--- config.mk ---
export PLATFORM = sky130hd
export DESIGN_NAME = div_sequencer
export DESIGN_NICKNAME = d
export VERILOG_FILES = /design/src/rtl/div_sequencer.sv
export SDC_FILE = /design/constraint.sdc
export NUM_CORES = 1
export LEC_CHECK = 0
export BUFFER_PORTS_ARGS = -buffer_cell sky130_fd_sc_hd__buf_2
export CAP_MARGIN = 25
export CORE_UTILIZATION = 35
export DETAILED_ROUTE_END_ITERATION = 8
export PLACE_DENSITY = 0.52
export SYNTH_ARGS = -nofsm -noshare
export SYNTH_HDL_FRONTEND = slang
export SYNTH_SLANG_ARGS = --single-unit
--- constraint.sdc ---
create_clock -name CLK -period 4.2 [get_ports CLK]
set_input_delay 0.21 -clock CLK [delete_from_list [all_inputs] [get_ports CLK]]
set_output_delay 0.21 -clock CLK [all_outputs]
set_load 0.05 [all_outputs]
--- src/rtl/div_sequencer.sv ---
// div_sequencer: multi-cycle RV32M DIV/DIVU/REM/REMU unit for the EX stage.
// A 32-iteration restoring divider works on magnitudes. It holds BUSY to stall
// the pipeline while it runs, then presents a signed-corrected result for one
// cycle with DONE. Divide-by-zero and signed overflow skip the iterations and
// finish one cycle after accept.
module div_sequencer (
   input  logic        CLK,
   input  logic        RESET,
   input  logic        START,
   input  logic [5:0]  ALU_SIGNAL,
   input  logic [31:0] OPERAND_A,
   input  logic [31:0] OPERAND_B,
   input  logic        FLUSH,
   output logic        BUSY,
   output logic        DONE,
   output logic [31:0] RESULT
);

   typedef enum logic [1:0] {
      IDLE = 2'd0,
      CALC = 2'd1,
      FIN  = 2'd2
   } state_t;

   state_t      state, state_nxt;

   // latched operation context
   logic        op_rem;      // 1: remainder result, 0: quotient result
   logic        op_sgn;      // signed op (DIV/REM)
   logic        neg_q;
   logic        neg_r;
   logic        special;     // result preloaded, no sign fix
   logic [31:0] dvd;         // dividend magnitude, shifted out MSB first
   logic [31:0] dvs;         // divisor magnitude
   logic [31:0] quo;
   logic [31:0] rem;
   logic [4:0]  cnt;

   // decode of the incoming instruction
   logic        is_div;
   logic        in_sgn;
   logic        div_zero;
   logic        ovf;
   logic        accept;
   logic [31:0] abs_a;
   logic [31:0] abs_b;

   // one restoring step
   logic [32:0] trial;
   logic        q_bit;
   logic [31:0] rem_nxt;

   // final result shaping
   logic [31:0] sel_res;
   logic        fix_sign;
   logic [31:0] fin_res;

   assign is_div   = (ALU_SIGNAL[5:2] == 4'b0011);
   assign in_sgn   = ~ALU_SIGNAL[0];
   assign div_zero = (OPERAND_B == 32'h0);
   assign ovf      = in_sgn & (OPERAND_A == 32'h8000_0000) & (OPERAND_B == 32'hFFFF_FFFF);
   // reset gates accept so BUSY stays low while the block is held in reset
   assign accept   = RESET & START & is_div & ~FLUSH & (state == IDLE);

   // magnitudes for signed ops; 0x80000000 maps to itself, correct as unsigned
   assign abs_a = (in_sgn & OPERAND_A[31]) ? (32'h0 - OPERAND_A) : OPERAND_A;
   assign abs_b = (in_sgn & OPERAND_B[31]) ? (32'h0 - OPERAND_B) : OPERAND_B;

   // partial remainder stays below the divisor, so the trial fits in 33 bits
   assign trial   = {rem, dvd[31]} - {1'b0, dvs};
   assign q_bit   = ~trial[32];
   assign rem_nxt = q_bit ? trial[31:0] : {rem[30:0], dvd[31]};

   assign sel_res  = op_rem ? rem : quo;
   assign fix_sign = ~special & op_sgn & (op_rem ? neg_r : neg_q);
   assign fin_res  = fix_sign ? (32'h0 - sel_res) : sel_res;

   // state register; reset wins over everything
   always_ff @(posedge CLK) begin
      if (!RESET) begin
         state <= IDLE;
      end else begin
         state <= state_nxt;
      end
   end

   // next state and the stall/result outputs
   always_comb begin
      state_nxt = state;
      BUSY      = 1'b0;
      DONE      = 1'b0;
      RESULT    = 32'h0;
      case (state)
         IDLE: begin
            if (accept) begin
               BUSY      = 1'b1;
               state_nxt = (div_zero | ovf) ? FIN : CALC;
            end
         end
         CALC: begin
            BUSY = 1'b1;
            if (cnt == 5'd31) begin
               state_nxt = FIN;
            end
         end
         FIN: begin
            DONE      = 1'b1;
            RESULT    = fin_res;
            state_nxt = IDLE;
         end
         default: begin
            state_nxt = IDLE;
         end
      endcase
      if (FLUSH) begin
         state_nxt = IDLE;
      end
   end

   // datapath: latch operands on accept, iterate one quotient bit per CALC cycle
   always_ff @(posedge CLK) begin
      if (!RESET) begin
         op_rem  <= 1'b0;
         op_sgn  <= 1'b0;
         neg_q   <= 1'b0;
         neg_r   <= 1'b0;
         special <= 1'b0;
         dvd     <= 32'h0;
         dvs     <= 32'h0;
         quo     <= 32'h0;
         rem     <= 32'h0;
         cnt     <= 5'd0;
      end else if (accept) begin
         op_rem  <= ALU_SIGNAL[1];
         op_sgn  <= in_sgn;
         neg_q   <= in_sgn & (OPERAND_A[31] ^ OPERAND_B[31]);
         neg_r   <= in_sgn & OPERAND_A[31];
         special <= div_zero | ovf;
         dvd     <= abs_a;
         dvs     <= abs_b;
         cnt     <= 5'd0;
         if (div_zero) begin
            quo <= 32'hFFFF_FFFF;
            rem <= OPERAND_A;
         end else if (ovf) begin
            quo <= 32'h8000_0000;
            rem <= 32'h0;
         end else begin
            quo <= 32'h0;
            rem <= 32'h0;
         end
      end else if (state == CALC) begin
         rem <= rem_nxt;
         quo <= {quo[30:0], q_bit};
         dvd <= {dvd[30:0], 1'b0};
         cnt <= cnt + 5'd1;
      end
   end

endmodule

==> results summary <==
The proportion of synthesized flip-flops having asynchronous set or reset is 0%. The total number of clock tree sinks is 140. The area added between synthesis and finish is 13.65%. The setup violation total in the final timing report came out at 0.

The number of distinct library cell variants in the gate-level netlist after synthesis came out at 73. After detailed routing, the total wire length is 33700 um. Across the run, the number of max-cap violations was 0. Headroom to the max-slew limit came out at 37.35%. In this run the core area contains 62 standard-cell rows. The initial utilization of the core area, before any placement, comes to a little over a third. The sort of element at the start of the critical path is a register. The combinational family with the most area after synthesis is compound AO/OA/AOI/OAI gates. The standard cell core area came out at 28940 sq um. The clock group share of total power is 43.9%. The clock passes through at most 2 buffers. The Yosys step of the flow raised 0 warnings. The share of total power in sequential cells came out at 38.8%.

Combinational cells account for 17.2% of the total power. The maximum number of pins on one net before global-route repair is 100. The flow ran to the end, and the final reports show no timing, DRC or antenna violations. Summing the areas of all compound-gate instances in the mapped netlist gives 24.57% of the synthesized area. The number of enable-type register cells in the synthesized netlist is 0. The ratio of routed vias to standard cells came out at about 5.5. The internal power of the cells totals 0.002447 W.

The number of port buffers came out at 107. The number of nets produced by synthesis is about 1500. Each instance of the synthesized netlist takes up on average 7.378 sq um. The post-route DRC violation count is 0. The total congestion overflow is 0. The library cells used most frequently in the layout, excluding fill and tap cells, are sky130_fd_sc_hd__nand2_1, sky130_fd_sc_hd__dfxtp_1, sky130_fd_sc_hd__nor2_1, sky130_fd_sc_hd__buf_2.

The worst-case vdd ir drop came out at around 0.28 mV. After routing the design area is 11770 sq um. The HPWL after detailed placement is ~25000 um.

TritonCTS built the clock tree. In this run the power spent charging and discharging nets is 0.001024 W. Setup repair after global routing left no endpoint under its margin.

Clock tree synthesis inserted a total of 17 buffers. The number of antenna violations at the first check in global routing is 0. The worst setup path is captured at an output port. Of the total power, the share spent switching nets is 29.50%.

The remaining number of nets flagged by the antenna check after routing is 0. The routed wire length per instance came out at 18.13 um. The number of nets in the layout is roughly 1600. The number of synthesized register bits is 140. In the final layout, the share of cells above drive strength 1 is between 10% and 20%. The highest fanout seen on the critical path came out at 27. The H-tree was split into 4 levels. The area share of fa/ha/maj cells after synthesis came out at 4.783%. The area share of xor/xnor cells in the synthesized design is under 10%. The final-layout setup total negative slack is 0 ns.

The number of violations reported at the end of detailed-routing iteration 0 came out at roughly 900. The die covers around 30000 sq um. In this run the worst hold path is classified as input port to register. The max-slew violation count was 0.

The root buffer selected by CTS is sky130_fd_sc_hd__clkbuf_16. The all-layer global routing usage came out at roughly 22%. For the worst flop-to-flop path, the logic depth is 12. The clock latency reported for the late side of the worst-skew pair came out at 0.43 ns. The number of endpoints with negative hold slack in the final report is 0. The number of global-route vias before repair came out at 9287. The time the worst path needs with I/O delays and setup is a little under 4 ns. The number of cells traversed by the worst hold path is 3. The wire length of the first global-routing pass came out at 53120 um. The endpoint arrival time on the critical path is 3.70 ns. For this run, the register share of the synthesized area comes to 27.06%. The slew at the pin closest to its max-slew limit came out at 0.9398 ns. The flip-flop cell with the highest count after synthesis is sky130_fd_sc_hd__dfxtp_1. Synthesis produced 1404 cells. Pin placement for this block handled between 100 and 150 I/O pins. The horizontal die dimension came out at 174.0 um. Of the total synthesized cell area, the portion taken by AND, OR, NAND and NOR gates is 23.08%. The largest clock skew in the final design came out at 0.009237 ns.

The number of detailed-route iterations in the first pass came out at 5. For this design the ratio of total power to cell area is 294.9 nW/um^2. The required time at the worst-slack endpoint came out at 3.99 ns. The highest attainable clock frequency is ~0.26 GHz. After layout, the worst path uses 93.04% of the clock period. The cell area after technology mapping came out at 10360 sq um. The placed instances occupy a cell area of 11180 sq um. At the end of routability-driven placement, the weighted congestion stood at 0.9050. The post-synthesis mux area share is 5.109%. The worst setup path is of the register to output port kind.

The floorplan step set the die height to 174.0 um. The clock transition at the registers of the reported paths is 0.06 ns. For this design the static power due to leakage is approximately 4.5 nW.

The most common library cell in the layout ignoring fill and taps is sky130_fd_sc_hd__nand2_1. The detailed router placed 10210 vias in this run.
synthesized netlist by cell type, types with 15 or more instances:
| cell type | count | area [sq um] |
|---|---|---|
| sky130_fd_sc_hd__nand2_1 | 202 | 758.2 |
| sky130_fd_sc_hd__dfxtp_1 | 140 | 2803 |
| sky130_fd_sc_hd__nor2_1 | 113 | 424.2 |
| sky130_fd_sc_hd__a21oi_1 | 102 | 510.5 |
| sky130_fd_sc_hd__o21ai_0 | 102 | 510.5 |
| sky130_fd_sc_hd__xnor2_1 | 78 | 683.2 |
| sky130_fd_sc_hd__clkbuf_1 | 64 | 240.2 |
| sky130_fd_sc_hd__nand3_1 | 50 | 250.2 |
| sky130_fd_sc_hd__inv_1 | 48 | 180.2 |
| sky130_fd_sc_hd__a31oi_1 | 47 | 294.0 |
| sky130_fd_sc_hd__mux2i_1 | 45 | 450.4 |
| sky130_fd_sc_hd__nor3_1 | 41 | 205.2 |
| sky130_fd_sc_hd__ha_1 | 38 | 475.5 |
| sky130_fd_sc_hd__xor2_1 | 37 | 324.1 |
| sky130_fd_sc_hd__a22o_1 | 27 | 236.5 |
| sky130_fd_sc_hd__a21o_1 | 22 | 165.2 |
| sky130_fd_sc_hd__nand4_1 | 16 | 100.1 |
| sky130_fd_sc_hd__nor2b_1 | 15 | 93.84 |
layer usage:
layer | track usage, % | vias up | share of wire [%]
met5 | 0 | - | 0
met4 | 6.652 | 0 | 2.1
met3 | 3.062 | 34 | 5.9
met2 | 32.45 | 351 | 41
met1 | 32.98 | 4699 | 51
li1 | - | 5130 | -
per-stage QoR:
stage	total power (W)	std cells	setup slack [ns]	util (%)	hold WS (ns)
after detailed placement	0.001968	1825	0.6993	38.64	0.4239
after global routing	0.003599	1858	0.04653	40.68	0.1196
final	0.003471	1859	0.2923	40.69	0.07489
after global placement	0.001967	1825	0.7991	38.64	0.4414
after floorplan	0.001804	1404	-0.01512	-	0.3090
after CTS	0.003485	1858	0.2324	40.66	0.07995
timing repair:
action	CTS	global route
hold buffers	1	0
setup buffers	0	0
hold endpoints to repair	1	0
resized for setup	0	1
endpoints found under the setup margin	0	1
cells by family (layout without fill, tap and decap cells):
family,Yosys count,after routing
AND/OR/NAND/NOR,516,516
AO/OA/AOI/OAI,400,400
buffers and inverters,142,212
flip-flops,140,140
XOR/XNOR,115,115
multiplexers,52,52
adder cells (fa/ha/maj),39,39
other,0,1
critical path, cell delays in order (launching register included):
cell,delay [ns]
sky130_fd_sc_hd__dfxtp_2,0.51
sky130_fd_sc_hd__buf_6,0.30
sky130_fd_sc_hd__or3b_2,0.49
sky130_fd_sc_hd__a21oi_1,0.19
sky130_fd_sc_hd__nor2b_1,0.24
sky130_fd_sc_hd__and3_1,0.22
sky130_fd_sc_hd__nand2_1,0.11
sky130_fd_sc_hd__or3_1,0.42
sky130_fd_sc_hd__o31ai_1,0.33
sky130_fd_sc_hd__xnor2_1,0.12
sky130_fd_sc_hd__nor2_2,0.09
sky130_fd_sc_hd__buf_2,0.26
final cells by class:
class                      instances  area (sq um)
tap                              384         480.5
fill                            3035         17160
multi-input combinational       1122          6992
clock buffer                      19         432.9
timing repair buffer             131         734.5
inverter                          49         183.9
sequential                       140          2804
antenna                            1         2.502
clock inverter                    13         142.6
sequential cells by signal (all words and copies together) (netlist names):
signal / count
quo: 32
dvd: 32
neg_q: 1
neg_r: 1
special: 1
dvs: 32
op_rem: 1
op_sgn: 1
cnt: 5
state: 2
rem: 32
power groups by stage:
stage / Sequential (W) / Combinational (W) / Clock [W]
finish: 0.00135 / 0.000598 / 0.00153
global route: 0.00135 / 0.000649 / 0.00160
CTS: 0.00135 / 0.000593 / 0.00154
detailed placement: 0.00138 / 0.000590 / 0
global placement: 0.00138 / 0.000590 / 0
floorplan: 0.00137 / 0.000430 / 0
worst paths after layout:
check	startpoint	endpoint	slack (ns)
max reg2reg	dvd[31]	rem[23]	0.67
min reg2reg	cnt[4]	cnt[4]	0.46
max	op_rem	RESULT[30]	0.29
min	OPERAND_A[4]	rem[4]	0.07
No activity file was read; power rests on OpenSTA's default activity.
